`src/rtl/stdp_pkg.sv`:
```
// Shared types and arithmetic helpers for the STDP learning core.
package stdp_pkg;

   localparam int N_PRE_D = 4;
   localparam int TW_D    = 4;
   localparam int WW_D    = 8;

   typedef enum logic {IDLE, SWEEP} state_t;

   // w + ltp - ltd, clamped to the unsigned ww-bit weight range
   function automatic int sat_add(input int w, input int ltp, input int ltd, input int ww);
      int s;
      int wmax;
      s    = w + ltp - ltd;
      wmax = (1 << ww) - 1;
      if (s < 0)    return 0;
      if (s > wmax) return wmax;
      return s;
   endfunction

   function automatic int stdp_delta(input int dt, input int shift, input int win);
      return (dt < win) ? ((win - dt) >> shift) : 0;
   endfunction

endpackage

```
`src/rtl/stdp_spike_timer.sv`:
```
// Saturating cycles-since-last-spike timer; dt is the value the event sees this cycle.
module stdp_spike_timer #(
   parameter int TW = 4
) (
   input  logic          clk,
   input  logic          rst,
   input  logic          spike,
   output logic [TW-1:0] t,
   output logic [TW-1:0] dt
);

   always_comb dt = spike ? '0 : ((t == '1) ? t : t + 1'b1);

   always_ff @(posedge clk) begin
      if (rst) t <= '1;
      else     t <= dt;
   end

endmodule

```
`src/rtl/stdp_learner.sv`:
```
// Pair-based STDP core: serial LTP sweep on post spikes, parallel LTD on pre spikes.
module stdp_learner
   import stdp_pkg::*;
#(
   parameter int N_PRE     = N_PRE_D,
   parameter int TW        = TW_D,
   parameter int WW        = WW_D,
   parameter int W_INIT    = 128,
   parameter int WIN       = 8,
   parameter int LTP_SHIFT = 0,
   parameter int LTD_SHIFT = 1
) (
   input  logic                clk,
   input  logic                rst,
   input  logic [N_PRE-1:0]    pre_spike,
   input  logic                post_spike,
   output logic [N_PRE*WW-1:0] weight,
   output logic [TW-1:0]       time_diff,
   output logic                busy,
   output logic                update_done,
   output logic                overrun
);

   localparam int IW = (N_PRE > 1) ? $clog2(N_PRE) : 1;

   logic [N_PRE-1:0][TW-1:0] unused_pre_t, dt_pre;
   logic [TW-1:0]            unused_post_t, dt_post;

   for (genvar g = 0; g < N_PRE; g++) begin : g_pre
      stdp_spike_timer #(.TW(TW)) u_pre_timer (
         .clk   (clk),
         .rst   (rst),
         .spike (pre_spike[g]),
         .t     (unused_pre_t[g]),
         .dt    (dt_pre[g])
      );
   end

   stdp_spike_timer #(.TW(TW)) u_post_timer (
      .clk   (clk),
      .rst   (rst),
      .spike (post_spike),
      .t     (unused_post_t),
      .dt    (dt_post)
   );

   state_t                   state;
   logic [IW-1:0]            idx;
   logic [N_PRE-1:0][TW-1:0] snap0, snap1;
   logic                     pend;
   logic                     last;

   assign last = (idx == IW'(N_PRE - 1));

   // snap0 feeds the active sweep; snap1 holds at most one queued post event
   always_ff @(posedge clk) begin
      if (rst) begin
         state   <= IDLE;
         idx     <= '0;
         snap0   <= '0;
         snap1   <= '0;
         pend    <= 1'b0;
         overrun <= 1'b0;
      end else begin
         case (state)
            IDLE: begin
               if (post_spike) begin
                  snap0 <= dt_pre;
                  idx   <= '0;
                  state <= SWEEP;
               end
            end
            SWEEP: begin
               if (post_spike) begin
                  if (pend) overrun <= 1'b1;
                  else begin
                     snap1 <= dt_pre;
                     pend  <= 1'b1;
                  end
               end
               if (last) begin
                  idx <= '0;
                  // back-to-back sweep when an event is queued or arrives right now
                  if (pend) begin
                     snap0 <= snap1;
                     pend  <= 1'b0;
                  end else if (post_spike) begin
                     snap0 <= dt_pre;
                     pend  <= 1'b0;
                  end else begin
                     state <= IDLE;
                  end
               end else begin
                  idx <= idx + 1'b1;
               end
            end
            default: state <= IDLE;
         endcase
      end
   end

   logic [N_PRE-1:0][WW-1:0] w, w_next;
   int                       ltp_amt, ltd_amt;

   always_comb begin
      ltp_amt = (state == SWEEP) ? stdp_delta(int'(snap0[idx]), LTP_SHIFT, WIN) : 0;
      ltd_amt = post_spike ? 0 : stdp_delta(int'(dt_post), LTD_SHIFT, WIN);
      w_next  = w;
      for (int i = 0; i < N_PRE; i++) begin
         w_next[i] = WW'(sat_add(int'(w[i]),
                                 (state == SWEEP && idx == IW'(i)) ? ltp_amt : 0,
                                 pre_spike[i] ? ltd_amt : 0,
                                 WW));
      end
   end

   always_ff @(posedge clk) begin
      if (rst) w <= {N_PRE{WW'(W_INIT)}};
      else     w <= w_next;
   end

   assign weight      = w;
   assign busy        = (state == SWEEP);
   assign update_done = busy && last;
   assign time_diff   = busy ? snap0[idx] : '0;

endmodule

```
`config.mk`:
```
export PLATFORM = sky130hd
export DESIGN_NAME = stdp_learner
export DESIGN_NICKNAME = d
export VERILOG_FILES = /design/src/rtl/stdp_pkg.sv /design/src/rtl/stdp_spike_timer.sv /design/src/rtl/stdp_learner.sv
export SDC_FILE = /design/constraint.sdc
export NUM_CORES = 1
export LEC_CHECK = 0
export CAP_MARGIN = 5
export CORE_AREA = 2 2 151 153
export DETAILED_ROUTE_END_ITERATION = 10
export DIE_AREA = 0 0 153 155
export GPL_TIMING_DRIVEN = 0
export HOLD_SLACK_MARGIN = 0.1
export PLACE_DENSITY = 0.61
export SLEW_MARGIN = 20
export SYNTH_ARGS = -nofsm -noshare
export SYNTH_HDL_FRONTEND = slang
export SYNTH_HIERARCHICAL = 1
export SYNTH_SLANG_ARGS = --single-unit
```
`constraint.sdc`:
```
create_clock -name clk -period 9.96 [get_ports clk]
set_input_delay 1.992 -clock clk [delete_from_list [all_inputs] [get_ports clk]]
set_output_delay 1.992 -clock clk [all_outputs]
set_load 0.005 [all_outputs]
```
Word-level counts from Yosys, hierarchy flattened
Cells that the tools add are included.
- bits in registers: 89
- bits of input ports: 7
- logic and storage cells: 139
- add/sub/neg operators: 16
- magnitude comparators: 11
- equal/unequal tests: 10
- muxes and demuxes: 64
- bitwise logic cells: 2
- reductions and logical operators: 11
- operator list (operator ; count):
    2-to-1 mux 32 bit ; 6
    2-to-1 mux 31 bit ; 6
    adder 9 x 32 -> 32 bit ; 4
    > comparator 32 x 9 -> 1 bit (second input constant) ; 4
    < comparator 32 x 1 -> 1 bit (second input constant) ; 4
    subtractor 32 bit ; 4
    2-to-1 mux 8 bit ; 12
    2-to-1 mux 16 bit ; 3
    2-to-1 mux 4 bit ; 12
    case mux 16 bit (2 select lines) ; 1
    adder 4 x 1 -> 4 bit (second input constant) ; 5
    equality test 4 bit (second input constant) ; 5
    2-to-1 mux 1 bit ; 19
    subtractor 4 x 4 -> 5 bit (first input constant) ; 2
    binary-select mux 4 bit (select 2 bit) ; 1
    < comparator 4 bit (second input constant) ; 2
    OR reduction 2 bit ; 4
    AND reduction 3 bit ; 2
    equality test 2 bit (second input constant) ; 2
    logical AND 1 bit ; 4
    2-to-1 mux 2 bit ; 2
    case mux 2 bit (2 select lines) ; 1
    < comparator 2 x 3 -> 1 bit (second input constant) ; 1
    adder 2 x 1 -> 2 bit (second input constant) ; 1
    6 further kinds ; 7

Logic depth before layout (Yosys ltp)
- word-level depth: 13
- mapped depth: 27
- gate-level depth less buffers: 27

Modules after synthesis
The synthesis kept the hierarchy.
- modules (own cells, without submodules) (module ; instances ; cells an instance ; area each (um2) ; seq. area each (um2)):
    stdp_learner ; 1 ; 793 ; 6611.3 ; 1381.3
    stdp_spike_timer ; 5 ; 21 ; 207.7 ; 80.1

Least setup slack after synthesis
Ideal clock, no wire load.
- path type: input port to flip-flop
- start point: input post_spike
- end point: register w, in the netlist weight[23]
- setup time: 0.125 ns
- arrival time: 6.989 ns
- data required time: 9.835 ns
- slack: 2.846 ns
- stages on the path: 19
- cells stage by stage: clkbuf_1 > or4_1 > nor3b_1 > nand2_1 > inv_1 > fa_1 > inv_1 > ha_1 > or2_2 > and4_1 > a21boi_0 > or3_1 > a21o_1 > ha_1 > nor4_1 > nand3_1 > or4b_2 > a211oi_1 > a21oi_1
- cells in the longest elaborated chain, start to end: 11
- RTL lines (what ; line ; RTL):
    start: declaration ; stdp_learner.sv:16 ; input logic post_spike,
    2-to-1 mux 4 bit ; stdp_spike_timer.sv:12 ; always_comb dt = spike ? '0 : ((t == '1) ? t : t + 1'b1);
    subtractor 4 x 4 -> 5 bit / < comparator 4 bit (equally long branches) ; stdp_pkg.sv:22 ; return (dt < win) ? ((win - dt) >> shift) : 0;
    2-to-1 mux 31 bit ; stdp_pkg.sv:22 ;
    2-to-1 mux 31 bit (*) ; stdp_learner.sv:107 ; ltd_amt = post_spike ? 0 : stdp_delta(int'(dt_post), LTD_SHIFT, WIN);
    2-to-1 mux 31 bit (*) ; stdp_learner.sv:112 ; pre_spike[i] ? ltd_amt : 0,
    subtractor 32 bit (*) ; stdp_pkg.sv:14 ; s = w + ltp - ltd;
    > comparator 32 x 9 -> 1 bit ; stdp_pkg.sv:17 ; if (s > wmax) return wmax;
    2-to-1 mux 1 bit (2 in a row) ; stdp_pkg.sv:17 ;
    2-to-1 mux 8 bit ; stdp_pkg.sv:18 ; return s;
    2-to-1 mux 8 bit (*) ; stdp_pkg.sv:17 ;
    end signal: assignment ; stdp_learner.sv:118 ; if (rst) w <= {N_PRE{WW'(W_INIT)}};
    end signal: assignment ; stdp_learner.sv:119 ; else w <= w_next;
    end: declaration ; stdp_learner.sv:102 ; logic [N_PRE-1:0][WW-1:0] w, w_next;
Mark *: on every way between the ends. The rest lies on a longest branch, timed or not. The select of a mux whose other input is x is not followed.
A chain may end at the register's enable or synchronous reset.

Worst setup path after layout
- start point: input post_spike
- end point: register w, in the netlist weight[17]
- cells in the longest elaborated chain, start to end: 10
- RTL lines (what ; line):
    2-to-1 mux 4 bit ; stdp_spike_timer.sv:12
    subtractor 4 x 4 -> 5 bit / < comparator 4 bit (equally long branches) ; stdp_pkg.sv:22
    2-to-1 mux 31 bit ; stdp_pkg.sv:22
    2-to-1 mux 31 bit (*) ; stdp_learner.sv:107
    2-to-1 mux 31 bit (*) ; stdp_learner.sv:112
    subtractor 32 bit (*) ; stdp_pkg.sv:14
    > comparator 32 x 9 -> 1 bit ; stdp_pkg.sv:17
    2-to-1 mux 1 bit (2 in a row) ; stdp_pkg.sv:17
    2-to-1 mux 8 bit ; stdp_pkg.sv:18
Marks and branches as above.

==> impl_metrics.toml <==
[power]
pwr-share-comb = 0.469
clock_power_share = 0.239
p_per_area_mw_per_mm2 = 164
power.leakage_nw = 3.80
p_int_w = 0.000902
max-vdd-ir-drop_uv = 89.5
p_sw_w = 0.000550
pwr-share-seq = 0.291
p_sw_frac = 0.379

[critical_path]
cp_top_family = "simple AND/OR/NAND/NOR gates"
critical_path_depth = 20
worst-setup-path-type = "in2reg"
cp_cell_sequence = "clkdlybuf4s50_1, clkbuf_1, or4_1, nor3b_1, nand2_1, inv_1, fa_1, inv_1, ha_1, or2_2, and4_1, a21boi_0, or3_1, a21o_1, ha_1, nor4_1, nand2_1, or4_1, nor4_4, a21oi_1"
worstPathMaxFanout = 7
path_buf_inv = 4
required_ps = 10180
arrival_ps = 8680
r2r_cells = 22
startpoint_type = "input port"
cp_slowest_cell = "nor3b_1"
end_kind = "flip-flop"
cpPeakStageDelay_ps = 600

[routing]
dr.first_iter.drc_count = 273
remaining_drc_errors = 0
routed-wl-met2_microns = 8490
firstDrtPassIters = 4
wirelength_microns = 17700
via_per_inst = 5.08
dr_wl_met3_microns = 366
routedWlPerCell_microns = 13.9
maxUsedRoutingLayer = "met4"
ant_nets = 0
drt-met1-wl_microns = 8630
vias = 6468

[synthesis]
synth_cell_types = 66
synth-seq-cells = 89
syn_area_sq_mm = 0.00765
synth.avg_cell_area_sq_um = 8.52
synth.yosys.warnings = 6
synthDominantCellAreaShare = 0.233
yosys-top-cells-area = "dfxtp_1, ha_1, fa_1, inv_1, a21oi_1"
async_flop_share = 0
synth_top_area_cell = "dfxtp_1"
synth-seq-area-share = 0.233
synthFlopType = "dfxtp_1"
synth_edf_count = 0
syn_inst = 898

[floorplan]
die_area_sq_mm = 0.0237
rows = 55
coreArea_sq_mm = 0.0222
start_util = 0.344
fp.dieH_microns = 155
io_pins = 46
die_x_microns = 153

[cts]
path_clk_slew_ps = 70
numCtsBuffers = 9
cts.sinks = 89
htreeDepth = 3
cts_tree = "yes"
clock_latency_ps = 350
cts_resized = 0
clock_path_buffers = 2
postCtsHoldBufs = 0
cts_root_buffer = "clkbuf_16"
postCtsSetupBuffers = 0

[placed_design]
gp_congestion = 0.833
postPlaceCellArea_sq_mm = 0.00857
port_buffers = 45
dp_hpwl_microns = 13900

[hold_path]
hold_path_class = "reg2reg"
hold_depth = 2

[sta]
min_period_ps = 8460
max_slew_margin = 0.331
tightestPinTransition_ps = 989
slew_violations = 0
post-route-period-util = 0.850
fin_worst_hold_slack_ps = 451
fmax_mhz = 118
worst_clock_skew_ps = 8.07
rsz0062_at_grt = "false"
finalSetupViolations = 0
hold_violations = 0
setup_tns_ps = 0

[global_route]
grt_usage = 0.154
globalRouteOverflowTotal = 0
antenna_found_initial = 0
grt_max_degree = 23
grt_first_pass_wirelength_microns = 30100
grt_pass1_vias = 6167

[cells_and_area]
design_area_sq_mm = 0.00886
post_route_cells_drive_above_1_share = 0.0445
area_growth_pct = 15.9
final_util = 0.399
antenna_cells = 0
nets = 1118

[flow_run]
cap_viol_max_count = 0

[status]
status = "completed"
[cell usage after synthesis (all sizes together) (6+ instances only)]
| cell | instances |
|---|---|
| xnor2 | 23 |
| mux2i | 6 |
| nor3 | 26 |
| xor2 | 12 |
| a21o | 19 |
| and2 | 22 |
| nor2 | 60 |
| or2 | 14 |
| nor2b | 18 |
| a21oi | 59 |
| nand3b | 17 |
| o21bai | 10 |
| o21a | 18 |
| nand2b | 10 |
| nor4 | 8 |
| nand3 | 28 |
| nand2 | 75 |
| inv | 83 |
| o21ai | 28 |
| a211oi | 25 |
| clkbuf | 18 |
| and3b | 7 |
| dfxtp | 89 |
| fa | 36 |
| and3 | 10 |
| ha | 91 |
| a31oi | 18 |
[power by group through the flow]
stage | clock network (W) | logic [W] | registers, W
floorplan | 0 | 0.000520 | 0.000425
global placement | 0 | 0.000670 | 0.000431
detailed placement | 0 | 0.000679 | 0.000432
CTS | 0.000359 | 0.000685 | 0.000424
global route | 0.000374 | 0.000776 | 0.000429
finish | 0.000348 | 0.000682 | 0.000423
[tightest hold or removal path, cell delays in order (launching register included)]
cell     delay (ps)
dfxtp_1         300
nand2_1          50
a21oi_1          50
[logic make-up after synthesis]
logic type	share of synthesized area
compound gates	0.196
xor+xnor	0.0401
fa+ha+maj	0.243
buf+inv	0.0515
flops	0.233
mux	0.0196
other cells	0.000982
simple gates	0.216
[layer usage]
metal | GRT usage | vias up
met3 | 0.0167 | 18
met1 | 0.207 | 3048
met4 | 0.0485 | 0
met2 | 0.260 | 79
li1 | - | 3323
met5 | 0 | -
[worst paths after layout]
kind	start	to	slack [ps]
setup / recovery	post_spike	weight[17]$_SDFF_PP0_	1500
hold / removal	snap1[15]$_SDFFE_PP0P_	snap1[15]$_SDFFE_PP0P_	450
setup reg to reg	u_post_timer/t[0]$_SDFF_PP1_	weight[17]$_SDFF_PP0_	2990
hold reg to reg	snap1[15]$_SDFFE_PP0P_	snap1[15]$_SDFFE_PP0P_	450
[layout make-up]
type / count / area, sq um
Tap cell: 285 / 357
Multi-Input combinational cell: 734 / 5590
Inverter: 86 / 323
Sequential cell: 89 / 1780
Timing Repair Buffer: 45 / 450
Clock inverter: 6 / 68.8
Clock buffer: 9 / 225
Fill cell: 2337 / 13400
Buffer: 19 / 71.3
[metrics by stage]
step	power (W)	setup WS, ps	std cells
6_report	0.00145	1500	1273
3_3_place_gp	0.00110	1120	1258
5_1_grt	0.00158	971	1273
4_1_cts	0.00147	1470	1273
2_1_floorplan	0.000945	2850	928
3_5_place_dp	0.00111	1110	1258
[layout by cell type (no fill, tap or decap), drive strengths merged, types with 27 or more instances in the layout]
cell,synthesis,layout
ha,91,91
dfxtp,89,89
inv,83,84
nand2,75,75
nor2,60,60
a21oi,59,59
clkdlybuf4s50,0,45
fa,36,36
conb,2,32
nand3,28,28
o21ai,28,28
clkbuf,18,27
[sequential cells by signal, summed over array words and instances, names as in the netlist]
register and cells:
g_pre.u_pre_timer/t 16, overrun 1, u_post_timer/t 4, snap0 16, snap1 16, idx 2
pend 1, weight 32, busy 1
No activity file was read; power rests on OpenSTA's default activity.
